File: src/rtl/apb_master_bridge.sv
// Single-outstanding APB master: core valid/ready requests -> APB SETUP/ACCESS.
// Optional ACCESS-phase timeout is compiled in with `define APB_TIMEOUT_EN.
//
// state  | meaning
// IDLE   | req_ready=1, waiting for a core request
// SETUP  | PSEL[idx]=1, PENABLE=0 for one cycle
// ACCESS | PSEL[idx]=1, PENABLE=1 until PREADY[idx] (or timeout)
// RESP   | rsp_valid strobe for one cycle, APB bus idle

module apb_master_bridge #(
  parameter int          NUM_SLAVES     = 4,
  parameter logic [31:0] BASE_ADDR      = 32'h8000_0000,
  parameter int          TIMEOUT_CYCLES = 16
) (
  input  logic                     clk,
  input  logic                     n_rst,
  input  logic                     req_valid,
  output logic                     req_ready,
  input  logic [31:0]              req_addr,
  input  logic                     req_write,
  input  logic [31:0]              req_wdata,
  output logic                     rsp_valid,
  output logic [31:0]              rsp_rdata,
  output logic                     rsp_err,
  output logic [31:0]              PADDR,
  output logic [31:0]              PWDATA,
  output logic                     PWRITE,
  output logic [NUM_SLAVES-1:0]    PSEL,
  output logic                     PENABLE,
  input  logic [NUM_SLAVES*32-1:0] PRDATA,
  input  logic [NUM_SLAVES-1:0]    PREADY,
  input  logic [NUM_SLAVES-1:0]    PSLVERR
);

  typedef enum logic [1:0] {
    IDLE   = 2'd0,
    SETUP  = 2'd1,
    ACCESS = 2'd2,
    RESP   = 2'd3
  } state_t;

  state_t      state;
  state_t      state_next;
  logic [1:0]  idx;
  logic        addr_hit;
  logic [31:0] sel_rdata;
  logic        sel_ready;
  logic        sel_err;
  logic        timeout_hit;

  always_comb begin
    addr_hit = (req_addr[31:14] == BASE_ADDR[31:14]) &&
               (int'(req_addr[13:12]) < NUM_SLAVES);
  end

  // Return-path mux for the latched slave index.
  always_comb begin
    sel_rdata = '0;
    sel_ready = 1'b0;
    sel_err   = 1'b0;
    for (int i = 0; i < NUM_SLAVES; i++) begin
      if (idx == 2'(i)) begin
        sel_rdata = PRDATA[i*32 +: 32];
        sel_ready = PREADY[i];
        sel_err   = PSLVERR[i];
      end
    end
  end

`ifdef APB_TIMEOUT_EN
  localparam int CNT_W = $clog2(TIMEOUT_CYCLES + 1);

  logic [CNT_W-1:0] wait_cnt;

  // Held at zero outside ACCESS, so it is always clear on entry.
  always_ff @(posedge clk) begin
    if (!n_rst) begin
      wait_cnt <= '0;
    end else if (state != ACCESS) begin
      wait_cnt <= '0;
    end else if (!sel_ready && (wait_cnt != CNT_W'(TIMEOUT_CYCLES))) begin
      wait_cnt <= wait_cnt + 1'b1;
    end
  end

  assign timeout_hit = (state == ACCESS) && (wait_cnt == CNT_W'(TIMEOUT_CYCLES));
`else
  assign timeout_hit = 1'b0;
`endif

  always_comb begin
    state_next = state;
    case (state)
      IDLE: begin
        if (req_valid) begin
          state_next = addr_hit ? SETUP : RESP;
        end
      end
      SETUP:  state_next = ACCESS;
      ACCESS: begin
        if (sel_ready || timeout_hit) begin
          state_next = RESP;
        end
      end
      RESP:   state_next = IDLE;
      default: state_next = IDLE;
    endcase
  end

  always_ff @(posedge clk) begin
    if (!n_rst) begin
      state     <= IDLE;
      idx       <= '0;
      PADDR     <= '0;
      PWDATA    <= '0;
      PWRITE    <= 1'b0;
      rsp_rdata <= '0;
      rsp_err   <= 1'b0;
    end else begin
      state <= state_next;
      case (state)
        IDLE: begin
          if (req_valid) begin
            PADDR  <= req_addr;
            PWRITE <= req_write;
            PWDATA <= req_wdata;
            idx    <= req_addr[13:12];
            if (!addr_hit) begin
              rsp_rdata <= '0;
              rsp_err   <= 1'b1;
            end
          end
        end
        ACCESS: begin
          // PREADY wins over a timeout landing on the same cycle.
          if (sel_ready) begin
            rsp_rdata <= PWRITE ? 32'h0 : sel_rdata;
            rsp_err   <= sel_err;
          end else if (timeout_hit) begin
            rsp_rdata <= '0;
            rsp_err   <= 1'b1;
          end
        end
        default: ;
      endcase
    end
  end

  assign req_ready = (state == IDLE);
  assign rsp_valid = (state == RESP);
  assign PENABLE   = (state == ACCESS);

  always_comb begin
    PSEL = '0;
    if ((state == SETUP) || (state == ACCESS)) begin
      for (int i = 0; i < NUM_SLAVES; i++) begin
        PSEL[i] = (idx == 2'(i));
      end
    end
  end

endmodule

File: config.mk
export PLATFORM = sky130hd
export DESIGN_NAME = apb_master_bridge
export DESIGN_NICKNAME = d
export VERILOG_FILES = /design/src/rtl/apb_master_bridge.sv
export SDC_FILE = /design/constraint.sdc
export NUM_CORES = 1
export LEC_CHECK = 0
export BUFFER_PORTS_ARGS = -buffer_cell sky130_fd_sc_hd__buf_2
export CORE_AREA = 2 2 122 124
export CTS_BUF_LIST = sky130_fd_sc_hd__clkbuf_4 sky130_fd_sc_hd__clkbuf_8
export DETAILED_ROUTE_END_ITERATION = 10
export DIE_AREA = 0 0 124 126
export PLACE_DENSITY = 0.71
export SYNTH_ARGS = -nofsm -noshare
export SYNTH_HDL_FRONTEND = slang
export SYNTH_SLANG_ARGS = --single-unit
File: constraint.sdc
create_clock -name clk -period 4.6 [get_ports clk]
set_clock_uncertainty 0.15 [all_clocks]
set_input_delay 0.92 -clock clk [delete_from_list [all_inputs] [get_ports clk]]
set_output_delay 0.92 -clock clk [all_outputs]
set_load 0.05 [all_outputs]
==> flow_metrics.env <==
export IMPL_antenna_found_initial=2
export IMPL_timing_slew_headroom=0.5096
export IMPL_maxCapViolCount=0
export IMPL_seq_area_frac_synth=0.4355
export IMPL_cp_top_family="buffers and inverters"
export IMPL_drive_above_1_share=0.4662
export IMPL_hold_path_class="flop to flop"
export IMPL_post_cts_buffers=0
export IMPL_crit_required_ns=3.53
export IMPL_die_x_um=124
export IMPL_clk_pin_slew_ns=0.09
export IMPL_rsz0062_at_grt="no"
export IMPL_htree_levels=3
export IMPL_drt_total_wl_mm=14.86
export IMPL_grt_use_total=0.1808
export IMPL_drc=0
export IMPL_yosysUniqueCellTypes=28
export IMPL_n_antenna_cell=0
export IMPL_synth_seq_cells=100
export IMPL_worst_setup_path_end_kind="output pin"
export IMPL_ioPinCount=309
export IMPL_slowest_delay_ns=0.39
export IMPL_fp_row_count=44
export IMPL_cts_tree="built"
export IMPL_die_area_mm2=0.01562
export IMPL_overflow=0
export IMPL_syn_cell_area_mm2=0.004597
export IMPL_die_height_um=126
export IMPL_grt_max_degree=67
export IMPL_fmax_ghz=0.3608
export IMPL_synthCells=506
export IMPL_fin_worst_hold_slack_ns=0.3053
export IMPL_setup_viol=0
export IMPL_via_count=4650
export IMPL_syn_area_per_cell_um2=9.085
export IMPL_startpoint="state[0]$_SDFFE_PN0P_"
export IMPL_p_leak_nw=3.108
export IMPL_start_util=0.3212
export IMPL_cts_resized_gates=0
export IMPL_gp_congestion=0.7537
export IMPL_avgRoutedWirePerCell_um=15.14
export IMPL_ant_nets=0
export IMPL_cts_buffer_depth=2
export IMPL_cts_sinks=100
export IMPL_crit_path_cell_trace="inv_1 > ha_1 > nor3b_1 > buf_2"
export IMPL_cp_num_buf_inv=2
export IMPL_max_vdd_ir_drop_mv=0.2235
export IMPL_clock_root_buffer="clkbuf_8"
export IMPL_grt_pass1_wl_mm=21.76
export IMPL_tightest_slew_ns=0.7356
export IMPL_powerDensity_mw_per_mm2=500.5
export IMPL_syn_to_final_growth_pct=40.23
export IMPL_yosysWarnings=0
export IMPL_vias_per_cell=4.735
export IMPL_min_from="PWDATA[22]$_SDFFE_PN0P_"
export IMPL_path_max_fanout=5
export IMPL_finalCriticalPeriod_ns=2.771
export IMPL_port_buffers=308
export IMPL_drt_initial_drc_count=193
export IMPL_first_global_vias=4496
export IMPL_r2r_start="PADDR[13]$_SDFFE_PN0P_"
export IMPL_hold_viol=0
export IMPL_first_pass_iters=4
export IMPL_core_mm2=0.01431
export IMPL_numCtsBuffers=9
export IMPL_finalCritPeriodShare=0.6025
export IMPL_slew_viol_final=0
export IMPL_critPathSlowestCell="ha_1"
export IMPL_clk_latency_ns=0.37
export IMPL_finalSetupTns_ns=0
export IMPL_placed_cells=966
export IMPL_hold_buffers=0
export IMPL_finalNonFillerCells=982
export IMPL_final_nets=1001
export IMPL_critPathKind="flop to output pin"
export IMPL_dp_final_hpwl_mm=11.22
export IMPL_synth_fp_nets=714
export IMPL_start_kind="flop"
export IMPL_worst_endpoint_arrival_ns=1.70
export IMPL_run_status="finished, final reports clean"
## where the power goes
part	leakage, nW	switching [mW]	total (mW)	internal [mW]
Combinational	2.19	1.08	1.56	0.481
Sequential	0.816	0.0919	1.10	1.01
Clock	0.0996	0.310	0.568	0.258
## worst paths after layout
check                              end  slack, ns  cells past startpoint
max reg2reg  rsp_rdata[8]$_SDFFE_PN0P_       2.16                      5
max                            PSEL[0]       1.83                      4
min reg2reg    PWDATA[22]$_SDFFE_PN0P_       0.31                      2
min            PWDATA[22]$_SDFFE_PN0P_       0.31                      2
## registers in the layout, summed over array words and instances (netlist names)
name       count
PWDATA        32
rsp_err        1
PADDR         32
PWRITE         1
state          2
rsp_rdata     32
## per-stage QoR
step                      cell area, um^2  power (mW)  setup slack (ns)    util
after global routing                 6446       3.420             1.684  0.4504
final                                6446       3.226             1.829  0.4504
after detailed placement             6250       2.702             1.735  0.4366
after CTS                            6446       3.287             1.758  0.4504
after global placement               6250       2.682             1.767  0.4366
after floorplan                      4597       2.307             1.370       -
## synthesized netlist by cell type (all sizes together)
cell | number | area, um^2
nand2 | 199 | 747.0
dfxtp | 100 | 2002
a21oi | 65 | 325.3
mux2i | 35 | 350.3
mux4 | 33 | 743.2
clkbuf | 20 | 75.07
buf | 19 | 115.1
inv | 5 | 18.76
ha | 4 | 50.05
nor2 | 4 | 15.01
nand3 | 3 | 15.01
nor4 | 3 | 18.77
a222oi | 2 | 20.02
and2 | 2 | 12.51
o21ai | 2 | 13.76
o22ai | 2 | 12.51
a211oi | 1 | 7.510
and3 | 1 | 6.260
and3b | 1 | 8.760
nand2b | 1 | 6.260
nor2b | 1 | 6.260
nor3 | 1 | 5.000
nor3b | 1 | 7.510
nor4b | 1 | 15.01
## cell families (layout without fill, tap and decap cells)
family | Yosys count | count (layout) | share of synthesized area
simple gates | 218 | 218 | 0.1878
flops | 100 | 100 | 0.4355
compound gates | 72 | 72 | 0.08247
mux | 68 | 68 | 0.2379
buf+inv | 44 | 336 | 0.04545
fa+ha+maj | 4 | 4 | 0.01089
## cell type report
| type | count | area [um^2] |
|---|---|---|
| Tap cell | 184 | 230.2 |
| Clock inverter | 6 | 65.06 |
| Fill cell | 1440 | 7868 |
| Inverter | 5 | 18.77 |
| Clock buffer | 10 | 131.4 |
| Timing Repair Buffer | 315 | 1594 |
| Sequential cell | 100 | 2004 |
| Multi-Input combinational cell | 362 | 2402 |
## worst min-delay path: cells and delay by family (launching register included)
family          cells  cell delay [ns]
compound gates      1             0.05
flops               1             0.32
simple gates        1             0.05
## cell usage in the layout (no fill, tap or decap), drive strengths merged
cell / synthesis / layout
nand2: 199 / 199
mux4: 33 / 33
bufinv: 0 / 1
nor4b: 1 / 1
a211oi: 1 / 1
clkinvlp: 0 / 1
nor3b: 1 / 1
clkinv: 0 / 4
mux2i: 35 / 35
buf: 19 / 315
a21oi: 65 / 65
nor4: 3 / 3
o22ai: 2 / 2
nand2b: 1 / 1
inv: 5 / 5
nor3: 1 / 1
a222oi: 2 / 2
ha: 4 / 4
and3b: 1 / 1
nor2b: 1 / 1
nor2: 4 / 4
o21ai: 2 / 2
nand3: 3 / 3
and2: 2 / 2
and3: 1 / 1
dfxtp: 100 / 100
clkbuf: 20 / 10
## metal layers
layer	vias to the layer above	part of all wire	track usage
li1	2288	-	-
met4	2	0.018	0.06345
met5	-	0.00087	0
met3	19	0.097	0.04801
met2	211	0.52	0.3384
met1	2130	0.37	0.1914
No activity file was read; power rests on OpenSTA's default activity.
